--- src/rtl/uart_arb_pkg.sv ---
// uart_arb_pkg: shared states, byte width and default watchdog limits for the UART TX arbiter
package uart_arb_pkg;
   typedef enum logic [1:0] {IDLE, START, WAIT, HOLD} state_e;
   localparam int BYTE_W             = 8;
   localparam int DEF_TIMEOUT_CYCLES = 200000;
   localparam int DEF_HOLD_CYCLES    = 1024;
   function automatic int imax(input int a, input int b);
      return (a > b) ? a : b;
   endfunction
endpackage

--- src/rtl/rr_picker.sv ---
// rr_picker: combinational round-robin pick of the first set request at or above ptr, wrapping
module rr_picker #(
   parameter int N  = 4,
   parameter int IW = $clog2(N)
) (
   input  logic [N-1:0]  req,
   input  logic [IW-1:0] ptr,
   output logic          valid,
   output logic [IW-1:0] idx
);
   function automatic logic [IW-1:0] wrap(input int v);
      return IW'(v % N);
   endfunction
   always_comb begin
      valid = |req;
      idx   = '0;
      for (int i = N - 1; i >= 0; i--)
         if (req[wrap(int'(ptr) + i)]) idx = wrap(int'(ptr) + i);
   end
endmodule

--- src/rtl/uart_tx_arbiter.sv ---
// uart_tx_arbiter: packet-granular round-robin sharing of one UART TX, with tx_done and hold watchdogs
module uart_tx_arbiter
   import uart_arb_pkg::*;
#(
   parameter int N_REQ          = 4,
   parameter int TIMEOUT_CYCLES = DEF_TIMEOUT_CYCLES,
   parameter int HOLD_CYCLES    = DEF_HOLD_CYCLES
) (
   input  logic                     clk,
   input  logic                     rst_n,
   input  logic [N_REQ-1:0]         req,
   input  logic [BYTE_W*N_REQ-1:0]  req_data,
   input  logic [N_REQ-1:0]         req_last,
   output logic [N_REQ-1:0]         ack,
   output logic                     tx_start,
   output logic [BYTE_W-1:0]        tx_data,
   input  logic                     tx_done,
   output logic [$clog2(N_REQ)-1:0] owner,
   output logic                     busy,
   output logic                     err_timeout,
   output logic                     err_hold
);
   localparam int IW = $clog2(N_REQ);
   localparam int CW = $clog2(imax(TIMEOUT_CYCLES, HOLD_CYCLES)) + 1;
   state_e            state_q;
   logic [IW-1:0]     ptr_q, ptr_d, owner_q, sel_idx, pick_idx;
   logic [CW-1:0]     cnt_q, cnt_d;
   logic [N_REQ-1:0]  ack_q;
   logic [BYTE_W-1:0] data_q;
   logic              pick_valid, go, last_q, start_q, err_t_q, err_h_q;
   rr_picker #(.N(N_REQ)) u_pick (
      .req   (req),
      .ptr   (ptr_q),
      .valid (pick_valid),
      .idx   (pick_idx)
   );
   // A new byte is launched from IDLE by the picker, or from HOLD only by the locked owner
   assign go      = (state_q == IDLE) ? pick_valid : (state_q == HOLD) && req[owner_q];
   assign sel_idx = (state_q == IDLE) ? pick_idx : owner_q;
   assign ptr_d   = (owner_q == IW'(N_REQ - 1)) ? '0 : owner_q + 1'b1;
   assign cnt_d   = (&cnt_q) ? cnt_q : cnt_q + 1'b1;
   always_ff @(posedge clk or negedge rst_n) begin
      if (!rst_n) begin
         state_q <= IDLE;
         ptr_q   <= '0;
         owner_q <= '0;
         last_q  <= 1'b0;
         cnt_q   <= '0;
         ack_q   <= '0;
         start_q <= 1'b0;
         data_q  <= '0;
         err_t_q <= 1'b0;
         err_h_q <= 1'b0;
      end else begin
         start_q <= go;
         ack_q   <= go ? N_REQ'(1) << sel_idx : '0;
         if (go) begin
            state_q <= START;
            owner_q <= sel_idx;
            data_q  <= req_data[sel_idx*BYTE_W +: BYTE_W];
            last_q  <= req_last[sel_idx];
         end else begin
            case (state_q)
               START: begin
                  state_q <= WAIT;
                  cnt_q   <= '0;
               end
               WAIT: begin
                  if (tx_done) begin
                     state_q <= last_q ? IDLE : HOLD;
                     ptr_q   <= last_q ? ptr_d : ptr_q;
                     cnt_q   <= '0;
                  end else if (cnt_q == CW'(TIMEOUT_CYCLES - 1)) begin
                     state_q <= IDLE;
                     ptr_q   <= ptr_d;
                     err_t_q <= 1'b1;
                  end else cnt_q <= cnt_d;
               end
               HOLD: begin
                  if (cnt_q == CW'(HOLD_CYCLES - 1)) begin
                     state_q <= IDLE;
                     ptr_q   <= ptr_d;
                     err_h_q <= 1'b1;
                  end else cnt_q <= cnt_d;
               end
               default: ;
            endcase
         end
      end
   end
   assign ack         = ack_q;
   assign tx_start    = start_q;
   assign tx_data     = data_q;
   assign owner       = owner_q;
   assign busy        = (state_q != IDLE);
   assign err_timeout = err_t_q;
   assign err_hold    = err_h_q;
endmodule

--- config.mk ---
export PLATFORM = sky130hd
export DESIGN_NAME = uart_tx_arbiter
export DESIGN_NICKNAME = d
export VERILOG_FILES = /design/src/rtl/uart_arb_pkg.sv /design/src/rtl/rr_picker.sv /design/src/rtl/uart_tx_arbiter.sv
export SDC_FILE = /design/constraint.sdc
export NUM_CORES = 1
export LEC_CHECK = 0
export ABC_AREA = 1
export CAP_MARGIN = 20
export CORE_MARGIN = 3
export CORE_UTILIZATION = 35
export CTS_BUF_LIST = sky130_fd_sc_hd__clkbuf_2 sky130_fd_sc_hd__clkbuf_4 sky130_fd_sc_hd__clkbuf_8
export CTS_CLUSTER_DIAMETER = 30
export DETAILED_ROUTE_END_ITERATION = 10
export SYNTH_ARGS = -nofsm -noshare
export SYNTH_HDL_FRONTEND = slang
export SYNTH_SLANG_ARGS = --single-unit
--- constraint.sdc ---
create_clock -name clk -period 2.3 [get_ports clk]
set_clock_uncertainty 0.1 [all_clocks]
set_input_delay 0.46 -clock clk [delete_from_list [all_inputs] [get_ports clk]]
set_output_delay 0.46 -clock clk [all_outputs]
set_load 0.02 [all_outputs]
==> impl_metrics.ini <==
[run_status]
status = finished, violations left
violations = negative hold slack

[placement]
dp_hpwl_mm = 6.96
place.gp.congestion = 0.970
dp_cells = 663
io_buffer_count = 60
dp_slack_ns = -0.171

[critical_path]
cp.required_ns = 2.39
endpoint_kind = register
rr_worst_depth = 10
rrSetupSlack_ns = 0.20
crit_path_max_fanout = 16
r2r-end = cnt_q[0]$_DFFE_PN0P_
start_kind = input port
worstPathArrival_ns = 2.23
r2r-start = cnt_q[0]$_DFFE_PN0P_
critPathKind = input port to register

[timing]
hold_viol = 5
max_slew.worst_pin.slew_ns = 0.544
period_share_pct = 93.2
setup_violations = 0
min_period_ns = 2.14
max_freq_mhz = 466
fin_hold_ws_ns = -0.00161
worst_slack_ns = 0.155
rsz0062_at_grt = false
drv_slew = 0
relSlewSlack_pct = 63.4

[synthesis]
syn-num-nets = 527
ys_seq_elements = 41
synth.avg_cell_area_um2 = 6.58
synth_cell_type_count = 38
synthesis.area_um2 = 3140
ys_seq_area_share_pct = 32.6
synth_warnings = 0
synthCells = 478

[global_route]
grtUsageTotal_pct = 18.2
first_global_vias = 3112
grt_overflow_total = 0
antenna_found_initial = 0
grt_max_degree = 25
grt_pass1_wl_mm = 15.0

[die]
start_util_pct = 37.1
die_w_um = 101
die_h_um = 101
die_area_um2 = 10200
ios = 61
rows = 33
core_um2 = 8460

[job]
max_cap_violations = 0

[layout]
final_common_cell = nand2_1
final_cell_mix = nand2_1, nand3_1, inv_1, clkdlybuf4s50_1, dfrtp_1
drive_gt1_share_pct = 12.7
final_util_pct = 49.8
nets = 614
area_growth_pct = 34.2
finalNonFillerCells = 671
diodes = 0

[cts]
clock_latency_ns = 0.30
cts_sinks = 41
cts-buffers-inserted = 5
cts_setup_buffers = 0
cts_max_path_buffers = 2
clockRootBuffer = clkbuf_8
cts_htree_levels = 2
cts_tree = yes
clkTransAtPathRegs_ns = 0.09

[detailed_routing]
viasPerCell = 4.92
antenna_left = 0
wire_per_inst_um = 13.4
drc = 0
postRouteWirelength_mm = 9.00
first_pass_iters = 5
vias = 3304
drtIter0Drc = 111

[worst_hold_path]
min_path_type = input port to asynchronous set/reset pin

[pwr]
p_per_area_nw_per_um2 = 1140
cellLeakagePower_uw = 0.00221
ir_drop_mv = 0.600
cell usage after synthesis:
| master | instances | area, µm² |
|---|---|---|
| nand2_1 | 160 | 601 |
| nand3_1 | 66 | 330 |
| inv_1 | 60 | 225 |
| dfrtp_1 | 41 | 1030 |
| nor2_1 | 26 | 97.6 |
| o21ai_0 | 13 | 65.1 |
| xor2_1 | 10 | 87.6 |
| nand4_1 | 9 | 56.3 |
| o21ai_1 | 9 | 45.0 |
| buf_2 | 7 | 35.0 |
| nor3_1 | 7 | 35.0 |
| clkbuf_1 | 6 | 22.5 |
| ha_1 | 6 | 75.1 |
| nand3b_1 | 6 | 45.0 |
| or2_2 | 5 | 31.3 |
| nor4_1 | 4 | 25.0 |
| o21ai_2 | 4 | 35.0 |
| o21bai_1 | 4 | 30.0 |
| a21oi_1 | 3 | 15.0 |
| buf_6 | 3 | 33.8 |
| inv_2 | 3 | 11.3 |
| nand2_2 | 3 | 18.8 |
| xnor2_1 | 3 | 26.3 |
| clkinv_1 | 2 | 7.51 |
| nand2_4 | 2 | 22.5 |
| nand3_2 | 2 | 20.0 |
| nor2_2 | 2 | 12.5 |
| or2_1 | 2 | 12.5 |
| a21oi_4 | 1 | 16.3 |
| a31oi_1 | 1 | 6.26 |
| and2_1 | 1 | 6.26 |
| and3_1 | 1 | 6.26 |
| and3_4 | 1 | 11.3 |
| inv_4 | 1 | 6.26 |
| nand3_4 | 1 | 17.5 |
| nor3_2 | 1 | 10.0 |
| o31ai_1 | 1 | 7.51 |
| o41ai_1 | 1 | 8.76 |
cell families after synthesis:
logic type,synth area share [%]
AOI/OAI and AO/OA,7.28
xor gates and xnor gates,3.62
and+or+nand+nor,43.2
DFF,32.6
adders and majority gates,2.39
buffers and inverters,10.9
how the worst max path moves through the flow:
stage	startpoint	to	slack, ns
after floorplan	state_q[0]$_DFFE_PN0P_	tx_data[1]$_DFFE_PN0P_	0.36
after global placement	req[1]	tx_data[7]$_DFFE_PN0P_	-0.12
after detailed placement	req[3]	tx_data[5]$_DFFE_PN0P_	-0.17
after CTS	state_q[1]$_DFFE_PN0P_	busy	0.01
after global routing	req[1]	tx_data[0]$_DFFE_PN0P_	0.001
final	req[3]	last_q$_DFFE_PN0P_	0.16
per-layer routing:
layer | share of wire (%) | global-route usage [%]
met3 | 5.3 | 3.67
met4 | 1.2 | 4.77
met2 | 43 | 27.7
met5 | 0 | 0
met1 | 50 | 26.1
cell type report:
| cell class | count | area, µm² |
|---|---|---|
| timing repair buffer | 96 | 906 |
| sequential | 41 | 1030 |
| clock inverter | 2 | 37.5 |
| fill | 813 | 4250 |
| multi-input combinational | 355 | 1790 |
| tap | 105 | 131 |
| inverter | 66 | 250 |
| clock buffer | 6 | 82.6 |
registers in the layout (all words and copies together), names as in the netlist:
signal,count
err_timeout,1
owner,2
state_q,2
cnt_q,19
ptr_q,2
err_hold,1
tx_start,1
tx_data,8
last_q,1
ack,4
worst max-delay path: stages:
cell,delay [ns]
clkdlybuf4s50_1,0.50
inv_1,0.08
o21ai_1,0.16
nand2_1,0.10
nand3_2,0.09
nand2_1,0.05
nand2_1,0.09
nand3_4,0.10
nand2_4,0.17
buf_4,0.19
nand2_1,0.06
nand3_1,0.09
nand3_1,0.08
power by group:
part	total [µW]	leakage (µW)	switching, µW	internal (µW)
registers	1070	0.000538	153	914
clock network	642	0.0000574	289	354
logic	3100	0.00162	1810	1300
stage by stage:
step | total power, µW | setup TNS (ns) | cell area, µm²
2_1_floorplan | 2920 | 0 | 3140
3_3_place_gp | 4130 | -0.998 | 4090
3_5_place_dp | 4170 | -1.79 | 4090
4_1_cts | 4820 | 0 | 4210
5_1_grt | 5180 | 0 | 4220
6_report | 4810 | 0 | 4220
what timing repair did:
action                     in CTS  in global routing
setup endpoints to repair       0                  8
hold endpoints to repair        0                  0
hold buffers                    0                  0
resized for setup               0                  3
No activity file was read; power rests on OpenSTA's default activity.
